`config.mk`:
```
export PLATFORM = sky130hd
export DESIGN_NAME = la_cellbist3
export DESIGN_NICKNAME = d
export VERILOG_FILES = /design/src/rtl/la_cellbist3.sv
export SDC_FILE = /design/constraint.sdc
export NUM_CORES = 1
export LEC_CHECK = 0
export ABC_AREA = 1
export CAP_MARGIN = 30
export CORE_UTILIZATION = 58
export CTS_CLUSTER_DIAMETER = 100
export CTS_CLUSTER_SIZE = 30
export DETAILED_ROUTE_END_ITERATION = 16
export PLACE_DENSITY = 0.8
export REMOVE_ABC_BUFFERS = 1
export SKIP_CTS_REPAIR_TIMING = 1
export SLEW_MARGIN = 20
export SYNTH_ARGS = -nofsm -noshare
export SYNTH_HDL_FRONTEND = slang
export SYNTH_SLANG_ARGS = --single-unit
```
`constraint.sdc`:
```
create_clock -name clk -period 2.81 [get_ports clk]
set_input_delay 0.843 -clock clk [delete_from_list [all_inputs] [get_ports clk]]
set_output_delay 0.843 -clock clk [all_outputs]
set_load 0.005 [all_outputs]
```
`src/rtl/la_cellbist3.sv`:
```
// -----------------------------------------------------------------------------
// la_cellbist3 : sequential self-test exerciser for 3-input / 1-output cells.
//
// Drives all eight input vectors {b0,a1,a0} onto a cell under test. It repeats
// the sweep loops+1 times and compares the cell output z against the truth
// table TT. It counts mismatches (saturating) and records the first failing
// vector. At the end of the run it reports pass/fail with a one-cycle done
// pulse.
//
// Parameters
//   PROP   : implementation property string for target-specific mapping
//   TT     : expected truth table, TT[v] = z for v = {b0,a1,a0} (OAI21 default)
//   SETTLE : extra hold cycles per vector before z is sampled (0 allowed)
//   LOOPW  : width of the pass-count input
//   ERRW   : width of the mismatch counter
//
// Ports
//   clk      : clock, all state on rising edge
//   nreset   : asynchronous active-low reset
//   start    : run request, honoured only in IDLE
//   loops    : number of passes minus one, latched on accepted start
//   busy     : run in progress
//   done     : one-cycle pulse at end of run
//   pass     : last run had zero mismatches (held until next accepted start)
//   errcnt   : saturating mismatch count of last/current run
//   fail_vec : first mismatching vector of last/current run (0 if none)
//   a0/a1/b0 : registered drive to the cell under test (v[0], v[1], v[2])
//   z        : cell under test output
//
// Build option
//   LA_CELLBIST3_SYNC_EN : z passes through a 2-flop synchronizer before the
//                          compare, and each hold window grows to SETTLE+3.
// -----------------------------------------------------------------------------
module la_cellbist3 #(
   parameter             PROP   = "DEFAULT",
   parameter logic [7:0] TT     = 8'h1F,
   parameter int         SETTLE = 2,
   parameter int         LOOPW  = 8,
   parameter int         ERRW   = 8
) (
   input  logic             clk,
   input  logic             nreset,
   input  logic             start,
   input  logic [LOOPW-1:0] loops,
   output logic             busy,
   output logic             done,
   output logic             pass,
   output logic [ERRW-1:0]  errcnt,
   output logic [2:0]       fail_vec,
   output logic             a0,
   output logic             a1,
   output logic             b0,
   input  logic             z
);

`ifdef LA_CELLBIST3_SYNC_EN
   // Two extra cycles cover the synchronizer latency.
   localparam int HOLD = SETTLE + 3;
`else
   localparam int HOLD = SETTLE + 1;
`endif
   localparam int            HW        = (HOLD > 1) ? $clog2(HOLD) : 1;
   localparam logic [HW-1:0] HOLD_LAST = HW'(HOLD - 1);
   localparam logic [ERRW-1:0] ERR_MAX = '1;

   // Target-specific mapping is selected here. The generic build uses plain RTL.
   if (PROP != "DEFAULT") begin : g_prop_map
   end

   typedef enum logic [1:0] {IDLE, RUN, DONE} state_t;

   state_t           state, state_nxt;
   logic [2:0]       vec;
   logic [HW-1:0]    hcnt;
   logic [LOOPW-1:0] pcnt;
   logic [LOOPW-1:0] loops_q;
   logic             first_fail;
   logic             z_cmp;
   logic             accept, sample, mismatch, last_sample;
   logic [ERRW-1:0]  errcnt_nxt;

`ifdef LA_CELLBIST3_SYNC_EN
   logic z_s1, z_s2;

   always_ff @(posedge clk or negedge nreset) begin
      if (!nreset) begin
         z_s1 <= 1'b0;
         z_s2 <= 1'b0;
      end else begin
         z_s1 <= z;
         z_s2 <= z_s1;
      end
   end

   assign z_cmp = z_s2;
`else
   assign z_cmp = z;
`endif

   always_ff @(posedge clk or negedge nreset) begin
      if (!nreset) state <= IDLE;
      else         state <= state_nxt;
   end

   always_comb begin
      state_nxt   = state;
      accept      = 1'b0;
      sample      = 1'b0;
      mismatch    = 1'b0;
      last_sample = 1'b0;
      errcnt_nxt  = errcnt;
      case (state)
         IDLE: begin
            if (start) begin
               accept    = 1'b1;
               state_nxt = RUN;
            end
         end
         RUN: begin
            // z is judged only on the final cycle of each hold window.
            sample      = (hcnt == HOLD_LAST);
            mismatch    = sample && (z_cmp != TT[vec]);
            last_sample = sample && (vec == 3'd7) && (pcnt == loops_q);
            if (mismatch && (errcnt != ERR_MAX)) errcnt_nxt = errcnt + 1'b1;
            if (last_sample) state_nxt = DONE;
         end
         DONE:    state_nxt = IDLE;
         default: state_nxt = IDLE;
      endcase
   end

   always_ff @(posedge clk or negedge nreset) begin
      if (!nreset) begin
         vec        <= '0;
         hcnt       <= '0;
         pcnt       <= '0;
         loops_q    <= '0;
         errcnt     <= '0;
         fail_vec   <= '0;
         pass       <= 1'b0;
         first_fail <= 1'b0;
      end else if (accept) begin
         loops_q    <= loops;
         vec        <= '0;
         hcnt       <= '0;
         pcnt       <= '0;
         errcnt     <= '0;
         fail_vec   <= '0;
         pass       <= 1'b0;
         first_fail <= 1'b0;
      end else if (state == RUN) begin
         errcnt <= errcnt_nxt;
         if (mismatch && !first_fail) begin
            fail_vec   <= vec;
            first_fail <= 1'b1;
         end
         if (sample) begin
            hcnt <= '0;
            if (last_sample) begin
               // Park the pins on vector 0. The verdict includes the final
               // sample, so it is taken from errcnt_nxt.
               vec  <= '0;
               pass <= (errcnt_nxt == '0);
            end else begin
               vec <= vec + 3'd1;
               if (vec == 3'd7) pcnt <= pcnt + 1'b1;
            end
         end else begin
            hcnt <= hcnt + 1'b1;
         end
      end
   end

   assign busy = (state == RUN);
   assign done = (state == DONE);
   assign a0   = vec[0];
   assign a1   = vec[1];
   assign b0   = vec[2];

endmodule

```
; ---- After elaboration in Yosys (flattened, before gate mapping)
; Memory sizes are Yosys's and may differ from the RTL's.
; Cells that the tools add are included.
[totals]
reg_bits = 36
latchBits = 0
ram_bits = 0
rom_bits = 8
elab_cells = 78
n_memories = 1
[memory_table]
columns = name, words, width, rd, rd_clocked_by_memory_dff, write_ports, line_no
row1 = (no name shown), 8, 1, 1, 0, 0, 122  ; mismatch = sample && (z_cmp != TT[vec]);
[op_classes]
addsub = 4
mul = 0
n_div = 0
n_lt_le_gt_ge = 1
eq_ne = 10
shift = 0
mux = 35
bitwise = 0
n_reduce_logical = 18
[op_table]
columns = operator, count
row1 = 8-bit 2-to-1 mux, 9
row2 = 3-bit 2-to-1 mux, 7
row3 = "8-bit by 1-bit adder with 8-bit output, second input constant", 2
row4 = 1-bit 2-to-1 mux, 13
row5 = 2-bit 2-to-1 mux, 5
row6 = 2-bit nonzero test, 5
row7 = 8-bit == test, 1
row8 = 8-bit zero test, 1
row9 = "8-bit inequality test, second input constant", 1
row10 = 2-bit AND reduction, 3
row11 = 1-bit logical AND, 5
row12 = "2-bit == test, second input constant", 2
row13 = "3-bit by 4-bit less-than comparator with 1-bit output, second input constant", 1
row14 = "2-bit inequality test, second input constant", 2
row15 = 2-bit case mux with 2 select lines, 1
row16 = 4-bit AND reduction, 1
row17 = "3-bit by 1-bit adder with 3-bit output, second input constant", 1
row18 = "3-bit == test, second input constant", 1
row19 = 3-bit AND reduction, 1
row20 = "2-bit by 1-bit adder with 2-bit output, second input constant", 1
row21 = "2-bit by 1-bit == test with 1-bit output, second input constant", 1
row22 = 2-bit zero test, 1
row23 = "2-bit by 1-bit inequality test with 1-bit output, second input constant", 1
row24 = 1-bit zero test, 1
row25 = 1-bit inequality test, 1

; ---- Logic depth before layout (Yosys ltp)
[depth]
ltp_word = 12
ltp_mapped = 15
ltp_nobuf = 15

; ---- Worst setup path after synthesis
; No wires, ideal clock.
[synth_timing]
path_type = input to register
start = in z
end = reg pass
setup_time_ns = 0.065
t_arrival_ns = 1.711
setup_slack_ns = 1.035
path_stages = 10
path_buffers = 0
path_cell_list = inv_1 -> nand3_1 -> nand2_1 -> nor2_8 -> nand3_1 -> o21ai_1 -> nand2_1 -> nor2_1 -> nand3_1 -> nand2_1
[synth_between]
elab_chain_len = 10
[synth_lines]
columns = element, line_no
row1 = "start, declared", 53  ; input logic z
row2 = 1-bit inequality test, 122
row3 = 1-bit logical AND, 122
row4 = 1-bit logical AND, 124  ; if (mismatch && (errcnt != ERR_MAX)) errcnt_nxt = errcnt + 1'b1;
row5 = 8-bit 2-to-1 mux, 124
row6 = 8-bit 2-to-1 mux, 112  ; case (state)
row7 = 8-bit zero test, 163  ; pass <= (errcnt_nxt == '0);
row8 = 1-bit 2-to-1 mux, 159  ; if (last_sample) begin
row9 = 1-bit 2-to-1 mux, 157  ; if (sample) begin
row10 = 1-bit 2-to-1 mux, 151  ; end else if (state == RUN) begin
row11 = 1-bit 2-to-1 mux, 142  ; end else if (accept) begin
row12 = "end signal, assigned", 163
row13 = "end, declared", 47  ; output logic pass,
; Every way passes these cells. The select of a mux whose other input is x is not followed.
; A chain may end at the register's enable or synchronous reset.

; ---- Final worst setup path
[layout_timing]
start = reg state[1]
end = out busy
[layout_between]
elab_chain_len = 1
[layout_lines]
columns = element, line_no
row1 = "start, declared", 72  ; state_t state, state_nxt;
row2 = "start signal, assigned", 102  ; else state <= state_nxt;
row3 = 2-bit by 1-bit == test with 1-bit output, 174  ; assign busy = (state == RUN);
row4 = "end, declared", 45  ; output logic busy,
; Every way passes these cells.

==> results.txt <==
----------------------------------------------------
[Critical path]
  WS Path Type ... reg2out
  CP Buf/Inv Count ... 1
  WP data arrival ... roughly 1.5 ns
  Required time of the worst setup path ... 1.97 ns
  Origin of the critical flop-to-flop path ... vec[0]
  Nature of the critical path startpoint ... flop
  Crit end category ... output pin
  Worst reg2reg setup slack ... 0.97 ns
  Critical path's top delay family ... buffers and inverters
  Worst stage delay on the critical path ... 0.52 ns
  Endpoint of the lowest-slack register-to-register path ... pcnt[6]
  Worst reg-to-reg path cell count ... 11
  Maximum net fanout on the critical path ... 4
  Worst-path cell chain ... nor2_4 > clkdlybuf4s50_1
  Critical Path Slowest Stage Cell ... sky130_fd_sc_hd__clkdlybuf4s50_1

[Die]
  Initial Util ... roughly three fifths
  Number of top-level pins ... 29
  Overall die width ... about 61 µm
  Die area ... between 3000 and 4000 µm²
  Die Span Y ... around 61 µm
  Row count ... 21
  Core Footprint ... 3340 µm²

[Logic synthesis]
  Yosys cell types ... 28
  Proportion of register bits with asynchronous set or reset after synthesis ... 100%
  Number of synthesized register bits ... 36
  Number of cells produced by synthesis ... 261
  Number of enable-type register cells in the synthesized netlist ... 0
  Avg Inst Size Synth ... 7.77 µm²
  Predominant post-synthesis flop cell ... sky130_fd_sc_hd__dfrtp_1
  Sequential share of the synthesized area ... 44.4%
  Netlist Area Pre-Place ... 2030 µm²
  Count of yosys warnings during synthesis ... 0

[STA]
  Relative max-transition margin ... between 60% and 70%
  Min cycle time layout ... 2.30 ns
  Setup repair after global routing missed its margin ... no
  Worst hold slack ... 0.491 ns
  Final hold vios ... 0
  Post-route clock skew ... around 0.012 ns
  Setup Total Neg Slack ... 0 ns
  Number of pins exceeding their max-slew limit in the final report ... 0
  Tightest Pin Transition ... 0.450 ns
  Final Setup Violations ... 0
  Highest Clock Rate ... 434 MHz
  Final period util ... 82.0%

[Hold path]
  Hold Crit Class ... reg2reg
  Worst Hold Path EP ... hcnt[1]
  Hold path cells ... 1
  Hold_sp ... hcnt[1]

[Clocking]
  Clock Sink Count ... 36
  Clock Tree Buf Depth ... 2
  CTS tree ... yes
  Worst-path clk slew ... around 0.10 ns
  Clock tree root buffer cell ... sky130_fd_sc_hd__clkbuf_4
  CTS HTree Levels ... 2
  Number of buffers added by the clock tree synthesis step ... 5
  Clock latency at the later pin of the worst-skew pair ... around 0.34 ns

[Global routing]
  Global-route wire length before repair ... 6670 µm
  Maximum number of pins on one net before global-route repair ... 37
  Global routing usage summed across all routing layers ... 24.7%
  GR Overflow Total ... 0
  Initial antenna violation count ... 0
  Number of global-route vias before repair ... 1563

[Power]
  Power per cell area ... 452 nW/µm²
  Total leakage power ... 1.25 nW
  Worst IR drop on VDD ... 0.303 mV
  Power after layout ... about 0.0011 W

[Cells and area]
  Ratio of cells with drive above 1 in the final layout ... 10.5%
  Commonest non-fill, non-tap cells in the layout ... 70 x sky130_fd_sc_hd__nand2_1, 36 x sky130_fd_sc_hd__dfrtp_1, 32 x sky130_fd_sc_hd__inv_1
  Area added between synthesis and finish ... 19.1%
  Most common cell after layout, fill and taps aside ... sky130_fd_sc_hd__nand2_1
  Diodes inserted ... 0
  Layout fillers ... 286
  # nets final ... 312
  Number of non-filler instances in the completed layout ... approximately 340

[Drt]
  Detail-routed via count per cell ... between 5 and 6
  Remaining antenna violation count after routing ... 0
  Number of search-and-repair iterations in the first detailed-routing pass ... 5
  Number of DRC violations after detailed-routing iteration 0 ... 132
  Count of vias placed by the detailed router ... 1735
  Post-detailed-route wirelength per cell ... 11.8 µm
  WL final ... 4040 µm
  DRC viols ... 0

[Placement]
  GP Congestion ... 0.852
  # port buffers ... 28
  Post-detailed-placement half-perimeter wirelength ... 3040 µm
  Placed insts ... 334

[Run]
  Count of maximum capacitance violations ... 0

[Outcome]
  Run status ... complete, no violations

----------------------------------------------------
-- worst reg2reg max path: stages, from the launching register on --
cell                      delay, ns
sky130_fd_sc_hd__dfrtp_1       0.38
sky130_fd_sc_hd__ha_1          0.16
sky130_fd_sc_hd__ha_1          0.19
sky130_fd_sc_hd__inv_1         0.06
sky130_fd_sc_hd__nor2_1        0.12
sky130_fd_sc_hd__nand3_1       0.08
sky130_fd_sc_hd__nor2_1        0.10
sky130_fd_sc_hd__nand2_1       0.12
sky130_fd_sc_hd__o21ai_2       0.19
sky130_fd_sc_hd__inv_2         0.16
sky130_fd_sc_hd__nand2_1       0.12
sky130_fd_sc_hd__o21ai_2       0.05
-- cells in the mapped netlist, types with 4 or more instances --
cell                      count  area (µm²)
sky130_fd_sc_hd__inv_1       32         120
sky130_fd_sc_hd__xnor2_1      4        35.0
sky130_fd_sc_hd__nand3_1     24         120
sky130_fd_sc_hd__xor2_1       6        52.6
sky130_fd_sc_hd__ha_1         5        62.6
sky130_fd_sc_hd__dfrtp_1     36         901
sky130_fd_sc_hd__nor2_1      24        90.1
sky130_fd_sc_hd__inv_2        7        26.3
sky130_fd_sc_hd__o21ai_2      8        70.1
sky130_fd_sc_hd__nand2_1     70         263
sky130_fd_sc_hd__nand4_1      6        37.5
sky130_fd_sc_hd__o21ai_0     13        65.1
-- kinds of logic (layout without fill, tap and decap cells) --
kind of cell             Yosys count  in the layout  synth area share (%)
XOR/XNOR                          10             10                  4.32
buffers and inverters             44             78                  8.58
flip-flops                        36             36                  44.4
AO/OA/AOI/OAI                     30             30                  9.14
adder cells (fa/ha/maj)            5              5                  3.09
AND/OR/NAND/NOR                  136            136                  30.4
-- layout make-up --
type                            instances  area, µm²  share of cell area (%)
Timing Repair Buffer                   32        310                    12.9
Clock inverter                          1       5.00                   0.207
Clock buffer                            6       41.3                    1.71
Tap cell                               46       57.6                    2.38
Sequential cell                        36        901                    37.3
Multi-Input combinational cell        181        952                    39.5
Inverter                               39        146                    6.07
-- how the worst max path moves through the flow --
stage                         from   end  slack, ns  depth (start not counted)
after CTS                 state[1]  busy       0.50                          2
after floorplan              start  pass       0.67                          8
after global placement           z  pass       0.46                         11
after global routing      state[1]  done       0.44                          3
final                     state[1]  busy       0.51                          2
after detailed placement         z  pass       0.40                         11
-- registers in the layout (all words and copies together) (netlist names) --
register	count
first_fail	1
pcnt	8
errcnt	8
pass	1
vec	3
hcnt	2
loops_q	8
fail_vec	3
state	2
-- power by group --
part	switching (W)	total, W	internal, W
Clock	0.000163	0.000255	0.0000921
Sequential	0.0000488	0.000603	0.000554
Combinational	0.000111	0.000233	0.000122
-- stage by stage --
stage,setup WS (ns),instance area [µm²],utilization (%)
3_3_place_gp,0.455,2370,70.9
4_1_cts,0.498,2410,72.3
3_5_place_dp,0.401,2370,70.9
6_report,0.506,2410,72.3
5_1_grt,0.437,2410,72.3
2_1_floorplan,0.672,2000,-
-- metal layers --
layer | track usage (%) | wire length (µm)
met1 | 30.5 | 1810
met5 | 0 | 0
met3 | 4.62 | 188
met4 | 11.0 | 68
met2 | 42.1 | 1970
Note: power is estimated with default switching activity, not from simulation.
